`src/rtl/mul8_seq_ctrl_pkg.sv`:
```
// mul_seq_pkg: shared widths, step count and FSM encoding for the 8x8 nibble-serial multiplier.
package mul_seq_pkg;
  localparam int NIB_W = 4;
  localparam int OP_W = 2 * NIB_W;
  localparam int N_STEPS = 4;
  localparam int STEP_W = 2;
  typedef enum logic [1:0] {
    IDLE = 2'd0,
    MUL  = 2'd1,
    DONE = 2'd2
  } state_t;
endpackage

```
`src/rtl/mul8_seq_ctrl_if.sv`:
```
// mul8_seq_ctrl_if: operand/product valid-ready handshake bundle plus busy status.
interface mul8_seq_ctrl_if import mul_seq_pkg::*; ();
  logic [OP_W-1:0] in_a;
  logic [OP_W-1:0] in_b;
  logic in_valid;
  logic in_ready;
  logic [2*OP_W-1:0] out_prod;
  logic out_valid;
  logic out_ready;
  logic busy;
  modport master (
    output in_a, in_b, in_valid, out_ready,
    input  in_ready, out_prod, out_valid, busy
  );
  modport slave (
    input  in_a, in_b, in_valid, out_ready,
    output in_ready, out_prod, out_valid, busy
  );
endinterface

```
`src/rtl/mul8_seq_ctrl_mult.sv`:
```
// array_mult4: combinational unsigned 4x4 -> 8 ripple array multiplier, three rows of four full adders.
module array_mult4 import mul_seq_pkg::*; (
  input  logic [NIB_W-1:0]   a_i,
  input  logic [NIB_W-1:0]   b_i,
  output logic [2*NIB_W-1:0] p_o
);
  // One array row: previous row's upper sum bits plus the next partial-product row.
  function automatic logic [NIB_W:0] row_add(input logic [NIB_W-1:0] x, input logic [NIB_W-1:0] y);
    logic c;
    row_add = '0;
    c = 1'b0;
    for (int j = 0; j < NIB_W; j++) begin
      row_add[j] = x[j] ^ y[j] ^ c;
      c = (x[j] & y[j]) | (c & (x[j] ^ y[j]));
    end
    row_add[NIB_W] = c;
  endfunction
  logic [NIB_W:0] r0, r1, r2, r3;
  assign r0 = {1'b0, a_i & {NIB_W{b_i[0]}}};
  assign r1 = row_add(r0[NIB_W:1], a_i & {NIB_W{b_i[1]}});
  assign r2 = row_add(r1[NIB_W:1], a_i & {NIB_W{b_i[2]}});
  assign r3 = row_add(r2[NIB_W:1], a_i & {NIB_W{b_i[3]}});
  assign p_o = {r3, r2[0], r1[0], r0[0]};
endmodule

```
`src/rtl/mul8_seq_ctrl.sv`:
```
// mul8_seq_ctrl: sequences one 4x4 array multiplier over four nibble-pair steps to form an 8x8 product.
module mul8_seq_ctrl import mul_seq_pkg::*; (
  input logic clk,
  input logic rst_n,
  input logic ena,
  mul8_seq_ctrl_if.slave bus
);
  state_t state_q, state_d;
  logic [STEP_W-1:0] step_q, step_d;
  logic [OP_W-1:0] a_q, a_d, b_q, b_d;
  logic [2*OP_W-1:0] acc_q, acc_d, term;
  logic [NIB_W-1:0] a_nib, b_nib;
  logic [2*NIB_W-1:0] pp;
  logic accept;
  assign bus.in_ready = ena & ((state_q == IDLE) | ((state_q == DONE) & bus.out_ready));
  assign accept = bus.in_valid & bus.in_ready;
  assign bus.out_valid = state_q == DONE;
  assign bus.busy = state_q == MUL;
  assign bus.out_prod = acc_q;
  assign a_nib = step_q[0] ? a_q[7:4] : a_q[3:0];
  assign b_nib = step_q[1] ? b_q[7:4] : b_q[3:0];
  array_mult4 u_mult (
    .a_i(a_nib),
    .b_i(b_nib),
    .p_o(pp)
  );
  // Weight of the partial product is 2^(4*(step[0]+step[1])).
  assign term = (step_q == 2'd3) ? {pp, 8'h00} : (^step_q) ? {4'h0, pp, 4'h0} : {8'h00, pp};
  always_comb begin
    state_d = state_q;
    step_d = step_q;
    a_d = a_q;
    b_d = b_q;
    acc_d = acc_q;
    case (state_q)
      IDLE, DONE: begin
        if (accept) begin
          state_d = MUL;
          a_d = bus.in_a;
          b_d = bus.in_b;
          acc_d = '0;
          step_d = '0;
        end else if (state_q == DONE && bus.out_ready) begin
          state_d = IDLE;
        end
      end
      MUL: begin
        acc_d = acc_q + term;
        step_d = step_q + 1'b1;
        state_d = (step_q == STEP_W'(N_STEPS - 1)) ? DONE : MUL;
      end
      default: state_d = IDLE;
    endcase
  end
  always_ff @(posedge clk) begin
    if (!rst_n) begin
      state_q <= IDLE;
      step_q <= '0;
      a_q <= '0;
      b_q <= '0;
      acc_q <= '0;
    end else if (ena) begin
      state_q <= state_d;
      step_q <= step_d;
      a_q <= a_d;
      b_q <= b_d;
      acc_q <= acc_d;
    end
  end
endmodule

```
`src/flat_wrapper.sv`:
```
// flat-port wrapper written by rule: the top's interface ports become plain ports
module mul8_seq_ctrl_flat import mul_seq_pkg::*;
  (clk, rst_n, ena, bus_in_a, bus_in_b, bus_in_valid, bus_out_ready, bus_in_ready, bus_out_prod, bus_out_valid, bus_busy);
  mul8_seq_ctrl_if bus_i ();
  input logic clk;
  input logic rst_n;
  input logic ena;
  input wire logic [$bits(bus_i.in_a)-1:0] bus_in_a;
  input wire logic [$bits(bus_i.in_b)-1:0] bus_in_b;
  input wire logic [$bits(bus_i.in_valid)-1:0] bus_in_valid;
  input wire logic [$bits(bus_i.out_ready)-1:0] bus_out_ready;
  output wire logic [$bits(bus_i.in_ready)-1:0] bus_in_ready;
  output wire logic [$bits(bus_i.out_prod)-1:0] bus_out_prod;
  output wire logic [$bits(bus_i.out_valid)-1:0] bus_out_valid;
  output wire logic [$bits(bus_i.busy)-1:0] bus_busy;
  assign bus_i.in_a = bus_in_a;
  assign bus_i.in_b = bus_in_b;
  assign bus_i.in_valid = bus_in_valid;
  assign bus_i.out_ready = bus_out_ready;
  assign bus_in_ready = bus_i.in_ready;
  assign bus_out_prod = bus_i.out_prod;
  assign bus_out_valid = bus_i.out_valid;
  assign bus_busy = bus_i.busy;
  mul8_seq_ctrl u_core (.clk(clk), .rst_n(rst_n), .ena(ena), .bus(bus_i));
endmodule
```
`config.mk`:
```
export PLATFORM = sky130hd
export DESIGN_NAME = mul8_seq_ctrl_flat
export DESIGN_NICKNAME = d
export VERILOG_FILES = /design/src/rtl/mul8_seq_ctrl_pkg.sv /design/src/rtl/mul8_seq_ctrl_if.sv /design/src/rtl/mul8_seq_ctrl_mult.sv /design/src/rtl/mul8_seq_ctrl.sv /design/src/flat_wrapper.sv
export SDC_FILE = /design/constraint.sdc
export NUM_CORES = 1
export LEC_CHECK = 0
export ABC_AREA = 1
export CORE_UTILIZATION = 40
export DETAILED_ROUTE_END_ITERATION = 10
export PLACE_DENSITY = 0.64
export RECOVER_POWER = 100
export SYNTH_ARGS = -nofsm -noshare
export SYNTH_HDL_FRONTEND = slang
export SYNTH_SLANG_ARGS = --single-unit
export TNS_END_PERCENT = 50
```
`constraint.sdc`:
```
create_clock -name clk -period 6.6 [get_ports clk]
set_clock_uncertainty 0.15 [all_clocks]
set_input_delay 0.99 -clock clk [delete_from_list [all_inputs] [get_ports clk]]
set_output_delay 0.99 -clock clk [all_outputs]
set_load 0.02 [all_outputs]
```
After elaboration in Yosys (flattened, before gate mapping):

Cells that the tools add are included.

* bits in registers: 36
* logic and storage cells: 88

* $add $sub $neg: 2
* eq/ne operators: 5
* multiplexer cells: 12
* bitwise logic cells: 56
* reduce and logical (&&, ||, !) cells: 8

Operators by type and width (number)
* $mux W16: 2
* $pmux W16 S2: 1
* $and A1 B1 Y1: 23
* $xor A1 B1 Y1: 20
* $add A16 B16 Y16: 1
* $and A4 B4 Y4: 4
* $mux W12: 1
* $or A1 B1 Y1: 9
* $mux W2: 4
* $mux W4: 2
* $pmux W2 S2: 2
* $reduce_and A3 Y1: 2
* $eq A2 B2 Y1 const B: 2
* $ne A3 B1 Y1 const B: 1
* $add A2 B1 Y2 const B: 1
* $eq A2 B1 Y1 const B: 1
* $logic_not A2 Y1: 1
* $ne A2 B1 Y1 const B: 1
* $reduce_and A2 Y1: 1
* $reduce_bool A2 Y1: 1
* $reduce_or A2 Y1: 1
* $reduce_xor A2 Y1: 1
* $logic_and A1 B1 Y1: 1

Depth between registers and ports, before layout:

* depth after elaboration: 21
* gate-level depth with buffers: 28

Modules after synthesis:

A second synthesis with hierarchy kept.

* cell total of the unflattened synthesis: 450
* area total of the unflattened synthesis: 2961.6 µm²

By module, submodules not included
* mul8_seq_ctrl: instances 1, cells each 401, area each 2612.5 µm²
* array_mult4: instances 1, cells each 49, area each 349.1 µm²

Least setup slack after synthesis:

Ideal clock, no wire load.

* path kind: flip-flop to flip-flop
* from: register u_core.step_q[0]
* to: register u_core.acc_q[7], in the netlist u_core.bus.out_prod[7]
* arrival time: 5.091 ns
* required time: 6.311 ns
* path slack: 1.220 ns
* cell stages (with the launch flop): 26
* clock period less this slack: 5.380 ns
* cells stage by stage: dfxtp_1 > buf_2 > o21ai_0 > nor2_1 > ha_1 > fa_1 > inv_1 > fa_1 > fa_1 > inv_1 > fa_1 > fa_1 > inv_1 > fa_1 > inv_1 > fa_1 > inv_1 > o22ai_1 > ha_1 > nand2_1 > inv_1 > a21oi_1 > nand2_1 > or2_2 > nand3_1 > a21oi_2

* cells in the longest elaborated chain, start to end: 21
* elaborated cells on any way between the ends: 59
* those cells by class: add/sub (1); eq/ne (1); mux (4); bitwise (52); reduce/logical (1)

Ends and longest elaborated chain
* start, declared: RTL line mul8_seq_ctrl.sv:9 `logic [STEP_W-1:0] step_q, step_d;`
* start signal, assigned: RTL line mul8_seq_ctrl.sv:64 `step_q <= step_d;`
* $mux W4: RTL line mul8_seq_ctrl.sv:20 `assign a_nib = step_q[0] ? a_q[7:4] : a_q[3:0];`
* $and A4 B4 Y4, on equally long branches: RTL line mul8_seq_ctrl_mult.sv:19, mul8_seq_ctrl_mult.sv:20
* $and A1 B1 Y1 / $xor A1 B1 Y1 (equally long branches): RTL line mul8_seq_ctrl_mult.sv:14, mul8_seq_ctrl_mult.sv:13
* $and A1 B1 Y1: RTL line mul8_seq_ctrl_mult.sv:14 `c = (x[j] & y[j]) | (c & (x[j] ^ y[j]));`
* $or A1 B1 Y1: RTL line mul8_seq_ctrl_mult.sv:14
* $and A1 B1 Y1 / $xor A1 B1 Y1 (equally long branches): RTL line mul8_seq_ctrl_mult.sv:14, mul8_seq_ctrl_mult.sv:13
* $or A1 B1 Y1 / $xor A1 B1 Y1 (equally long branches): RTL line mul8_seq_ctrl_mult.sv:14, mul8_seq_ctrl_mult.sv:13
* $xor A1 B1 Y1 / $and A1 B1 Y1 (equally long branches): RTL line mul8_seq_ctrl_mult.sv:13, mul8_seq_ctrl_mult.sv:14
* [... 5 more ...]
* $and A1 B1 Y1: RTL line mul8_seq_ctrl_mult.sv:14
* $or A1 B1 Y1: RTL line mul8_seq_ctrl_mult.sv:14
* $and A1 B1 Y1: RTL line mul8_seq_ctrl_mult.sv:14
* $or A1 B1 Y1: RTL line mul8_seq_ctrl_mult.sv:14
* $mux W12: RTL line mul8_seq_ctrl.sv:28 `assign term = (step_q == 2'd3) ? {pp, 8'h00} : (^step_q) ? {4'h0, pp, 4'h0} : {8'h00, pp};`
* $mux W16 (*): RTL line mul8_seq_ctrl.sv:28
* $add A16 B16 Y16 (*): RTL line mul8_seq_ctrl.sv:48 `acc_d = acc_q + term;`
* $pmux W16 S2 (*): RTL line mul8_seq_ctrl.sv:35 `case (state_q)`
* end signal, assigned: RTL line mul8_seq_ctrl.sv:61 `acc_q <= '0;`
* end signal, assigned: RTL line mul8_seq_ctrl.sv:67 `acc_q <= acc_d;`
* end, declared: RTL line mul8_seq_ctrl.sv:11 `logic [2*OP_W-1:0] acc_q, acc_d, term;`

Every way passes the cells marked *; elsewhere a longest branch is shown, timed or not.
A chain may end at the register's enable or synchronous reset.

Final worst setup path:

Ends and elaborated chain as after synthesis.

==> flow_metrics.tcl <==
set metrics [dict create \
    root_buffer_selected_by_cts "sky130_fd_sc_hd__clkbuf_8" \
    report.power.total_mw 0.469 \
    worstSetupEndpointType "register" \
    final_cell_count_no_fill 559 \
    synthTopCellsByArea "sky130_fd_sc_hd__dfxtp_1, sky130_fd_sc_hd__nand2_1, sky130_fd_sc_hd__ha_1, sky130_fd_sc_hd__inv_1, sky130_fd_sc_hd__a21oi_1" \
    core_area_um2 6790 \
    maximum_level_of_the_cts_h_tree 2 \
    power_frac_clock 0.363 \
    timing_worst_slew_pin_value_ps 854 \
    ys_ff_latch 36 \
    timing.setup.critical_path_class "register to register" \
    static_leakage_nw 1.60 \
    numPlacedInstances 551 \
    globalRoute.totalOverflow 0 \
    post_synth_instance_area_um2 2830 \
    min_period_ps 5840 \
    via_count 2665 \
    rsz0062_at_grt "false" \
    initial_antenna_violation_count 0 \
    use_met2 0.300 \
    drv_cap 0 \
    final.setup.tns_ps 0 \
    global_route.usage.total 0.190 \
    syn_area_per_cell_um2 6.63 \
    netlist.top_cell.by_area "sky130_fd_sc_hd__dfxtp_1" \
    timing.final.ws_setup_ps 760 \
    firstDrtPassIters 4 \
    cts_max_path_buffers 2 \
    grt_first_pass_wirelength_um 11100 \
    numCtsBuffers 5 \
    worst_slack_after_detailed_placement_ps 788 \
    hold_viol 0 \
    global_route.usage.met3 0.0289 \
    finalWeightedCongestion 0.918 \
    worstSetupStartpointType "register" \
    status "finished clean" \
    worst_hold_path_type "register to register" \
    maxClockFrequency_mhz 171 \
    slew_headroom 0.427 \
    power_report.internal_total_mw 0.337 \
    detail_route.wl_per_cell_um 12.1 \
    first_global_vias 2391 \
    placementRows 30 \
    die-width_um 86.1 \
    number_of_vias_per_cell_after_detailed_routing 4.77 \
    clk_pin_slew_ps 80 \
    initial_core_util 0.416 \
    yosys_warnings 0 \
    post-dp-hpwl_um 5200 \
    detail_route.iter0.violations 167 \
    post_detailed_route_count_of_antenna_violating_nets 0 \
    design.final.nets 512 \
    final-max-slew-violation-count 0 \
    worstPathArrival_ps 5840 \
    power-per-cell-area_nw_per_um2 142 \
    number_of_enable_type_register_cells_in_the_synthesized_netlist 0 \
    grt_max_degree 28 \
    setup_viol 0 \
    tritoncts_num_sinks 36 \
    clk_latency_ps 290 \
    combPwrFrac 0.150 \
    netlist-cell-type-count 33 \
    synth_async_sr_flop_share 0 \
    gr-usage-met1 0.265 \
    global_route.peak_usage_layer "met2" \
    vdd_ir_drop_max_mv 0.0962 \
    cp_data_required_time_ps 6600 \
    power.share.sequential 0.487 \
    synth_top_area_frac 0.255 \
    syn-num-nets 477 \
    switching_share 0.282 \
    drive_gt1_frac 0.0691 \
    cts_hold_buf 0 \
    synthCells 427 \
    floorplan.io_pins 40 \
    postCtsSetupRepairBufs 0 \
    critPathMaxFanout 11 \
    port-buffer-count 39 \
    tritoncts_clock_tree "done" \
    die_area_um2 7410 \
    post-route-drc-count 0 \
    synthFlopType "sky130_fd_sc_hd__dfxtp_1" \
    number_of_antenna_diodes 0 \
    die_y_um 86.1 \
    ys_seq_area_frac 0.255 \
    netSwitchingPower_mw 0.132 \
    post_cts_resized 0 \
    area_growth_syn_to_layout_pct 17.1 \
    post-route-period-util 0.885 \
    totalWireLength_um 6750 \
]
cell type report:
type                    instances  area, um^2
fillers                       694        3480
multi-input cells             308        1720
flip-flops and latches         36         721
repair buffers                 39         390
inverters                      72         272
well taps                      96         120
clock buffers                   7        86.3
clock inverters                 1        7.51
flip-flops by register name, indices dropped and copies added, names as in the netlist:
name,flops
u_core.b_q,8
u_core.bus.out_prod,16
u_core.a_q,8
u_core.state_q,2
u_core.step_q,2
worst max-delay path, cell delays in order, from the launching register on:
cell	delay (ps)
sky130_fd_sc_hd__dfxtp_1	390
sky130_fd_sc_hd__o21ai_0	460
sky130_fd_sc_hd__nor2_1	90
sky130_fd_sc_hd__ha_1	230
sky130_fd_sc_hd__fa_1	350
sky130_fd_sc_hd__inv_1	70
sky130_fd_sc_hd__fa_1	430
sky130_fd_sc_hd__fa_1	430
sky130_fd_sc_hd__inv_1	80
sky130_fd_sc_hd__fa_1	440
sky130_fd_sc_hd__fa_1	420
sky130_fd_sc_hd__inv_1	70
sky130_fd_sc_hd__fa_1	150
sky130_fd_sc_hd__inv_1	50
sky130_fd_sc_hd__fa_1	500
sky130_fd_sc_hd__inv_1	60
sky130_fd_sc_hd__o22ai_1	150
sky130_fd_sc_hd__ha_1	310
sky130_fd_sc_hd__nand2_1	110
sky130_fd_sc_hd__inv_1	70
sky130_fd_sc_hd__a21oi_1	130
sky130_fd_sc_hd__nand2_1	130
sky130_fd_sc_hd__or2_2	300
sky130_fd_sc_hd__nand3_1	70
sky130_fd_sc_hd__a21oi_1	60
through the flow:
stage	util	hold slack, ps	cell area (um^2)
after global routing	0.487	337	3310
after floorplan	-	279	2830
final	0.487	308	3310
after detailed placement	0.483	304	3280
after global placement	0.483	301	3280
after CTS	0.497	316	3370
cells in the final DEF, fill, tap and decap left out:
master                              n
sky130_fd_sc_hd__clkbuf_8           6
sky130_fd_sc_hd__o22ai_1            8
sky130_fd_sc_hd__nand3b_1           2
sky130_fd_sc_hd__a211oi_1           1
sky130_fd_sc_hd__o21ai_0           24
sky130_fd_sc_hd__nand2_1          114
sky130_fd_sc_hd__nand3_1           27
sky130_fd_sc_hd__xor2_1             1
sky130_fd_sc_hd__nor3_1             3
sky130_fd_sc_hd__inv_1             66
sky130_fd_sc_hd__a21o_1             2
sky130_fd_sc_hd__nor2_1            28
sky130_fd_sc_hd__or2_2             10
sky130_fd_sc_hd__clkinv_1           1
sky130_fd_sc_hd__inv_2              4
sky130_fd_sc_hd__a21oi_2            1
sky130_fd_sc_hd__dlygate4sd3_1     20
sky130_fd_sc_hd__dfxtp_1           36
sky130_fd_sc_hd__and2_1             2
sky130_fd_sc_hd__o21a_1             1
sky130_fd_sc_hd__fa_1               9
sky130_fd_sc_hd__nand2_2            7
sky130_fd_sc_hd__clkbuf_1           1
sky130_fd_sc_hd__clkinvlp_2         1
sky130_fd_sc_hd__clkinvlp_4         1
sky130_fd_sc_hd__clkdlybuf4s50_1   19
sky130_fd_sc_hd__nor2_2             1
sky130_fd_sc_hd__nand4_1            2
sky130_fd_sc_hd__ha_1              20
sky130_fd_sc_hd__nor2_4             1
sky130_fd_sc_hd__a21oi_1           44
worst paths after layout:
| check | startpoint | endpoint | slack [ps] | cells past startpoint |
|---|---|---|---|---|
| setup / recovery | u_core.step_q[0]$_SDFFE_PN0P_ | u_core.bus.out_prod[7]$_SDFFE_PN0P_ | 760 | 24 |
| hold / removal | u_core.a_q[6]$_SDFFE_PN0P_ | u_core.a_q[6]$_SDFFE_PN0P_ | 310 | 2 |
| setup reg to reg | u_core.step_q[0]$_SDFFE_PN0P_ | u_core.bus.out_prod[7]$_SDFFE_PN0P_ | 760 | 24 |
| hold reg to reg | u_core.a_q[6]$_SDFFE_PN0P_ | u_core.a_q[6]$_SDFFE_PN0P_ | 310 | 2 |
per-layer routing:
metal | wire length [um] | up-vias | share of wire
met5 | 0 | - | 0
met4 | 110 | 0 | 0.016
met3 | 230 | 10 | 0.034
met2 | 2980 | 43 | 0.44
met1 | 3430 | 1191 | 0.51
li1 | - | 1421 | -
synthesized netlist by cell type (2+ instances only):
| master | number |
|---|---|
| sky130_fd_sc_hd__inv_2 | 4 |
| sky130_fd_sc_hd__nand2_1 | 112 |
| sky130_fd_sc_hd__or2_2 | 10 |
| sky130_fd_sc_hd__nand4_1 | 2 |
| sky130_fd_sc_hd__inv_1 | 66 |
| sky130_fd_sc_hd__nor2_1 | 27 |
| sky130_fd_sc_hd__a21oi_2 | 7 |
| sky130_fd_sc_hd__nand2_2 | 7 |
| sky130_fd_sc_hd__nor3_1 | 3 |
| sky130_fd_sc_hd__buf_2 | 6 |
| sky130_fd_sc_hd__ha_1 | 20 |
| sky130_fd_sc_hd__a21o_1 | 2 |
| sky130_fd_sc_hd__nor2_4 | 2 |
| sky130_fd_sc_hd__fa_1 | 9 |
| sky130_fd_sc_hd__dfxtp_1 | 36 |
| sky130_fd_sc_hd__o21ai_0 | 23 |
| sky130_fd_sc_hd__a21oi_1 | 38 |
| sky130_fd_sc_hd__clkbuf_1 | 3 |
| sky130_fd_sc_hd__nand3b_1 | 2 |
| sky130_fd_sc_hd__nand3_1 | 27 |
| sky130_fd_sc_hd__and2_1 | 2 |
| sky130_fd_sc_hd__o22ai_1 | 8 |
cells by family after synthesis:
| logic type | after synthesis | share of synthesized area |
|---|---|---|
| xor gates and xnor gates | 1 | 0.00310 |
| buffers and inverters | 83 | 0.119 |
| AOI/OAI and AO/OA | 81 | 0.161 |
| and+or+nand+nor | 197 | 0.310 |
| DFF | 36 | 0.255 |
| adders and majority gates | 29 | 0.152 |
power groups by stage:
stage	registers, mW	clock network [mW]	logic [mW]
floorplan	0.233	0	0.0507
global placement	0.234	0	0.0750
global route	0.230	0.185	0.0785
detailed placement	0.234	0	0.0757
CTS	0.229	0.176	0.0760
finish	0.229	0.170	0.0703
Power figures use the tool's default switching activity.
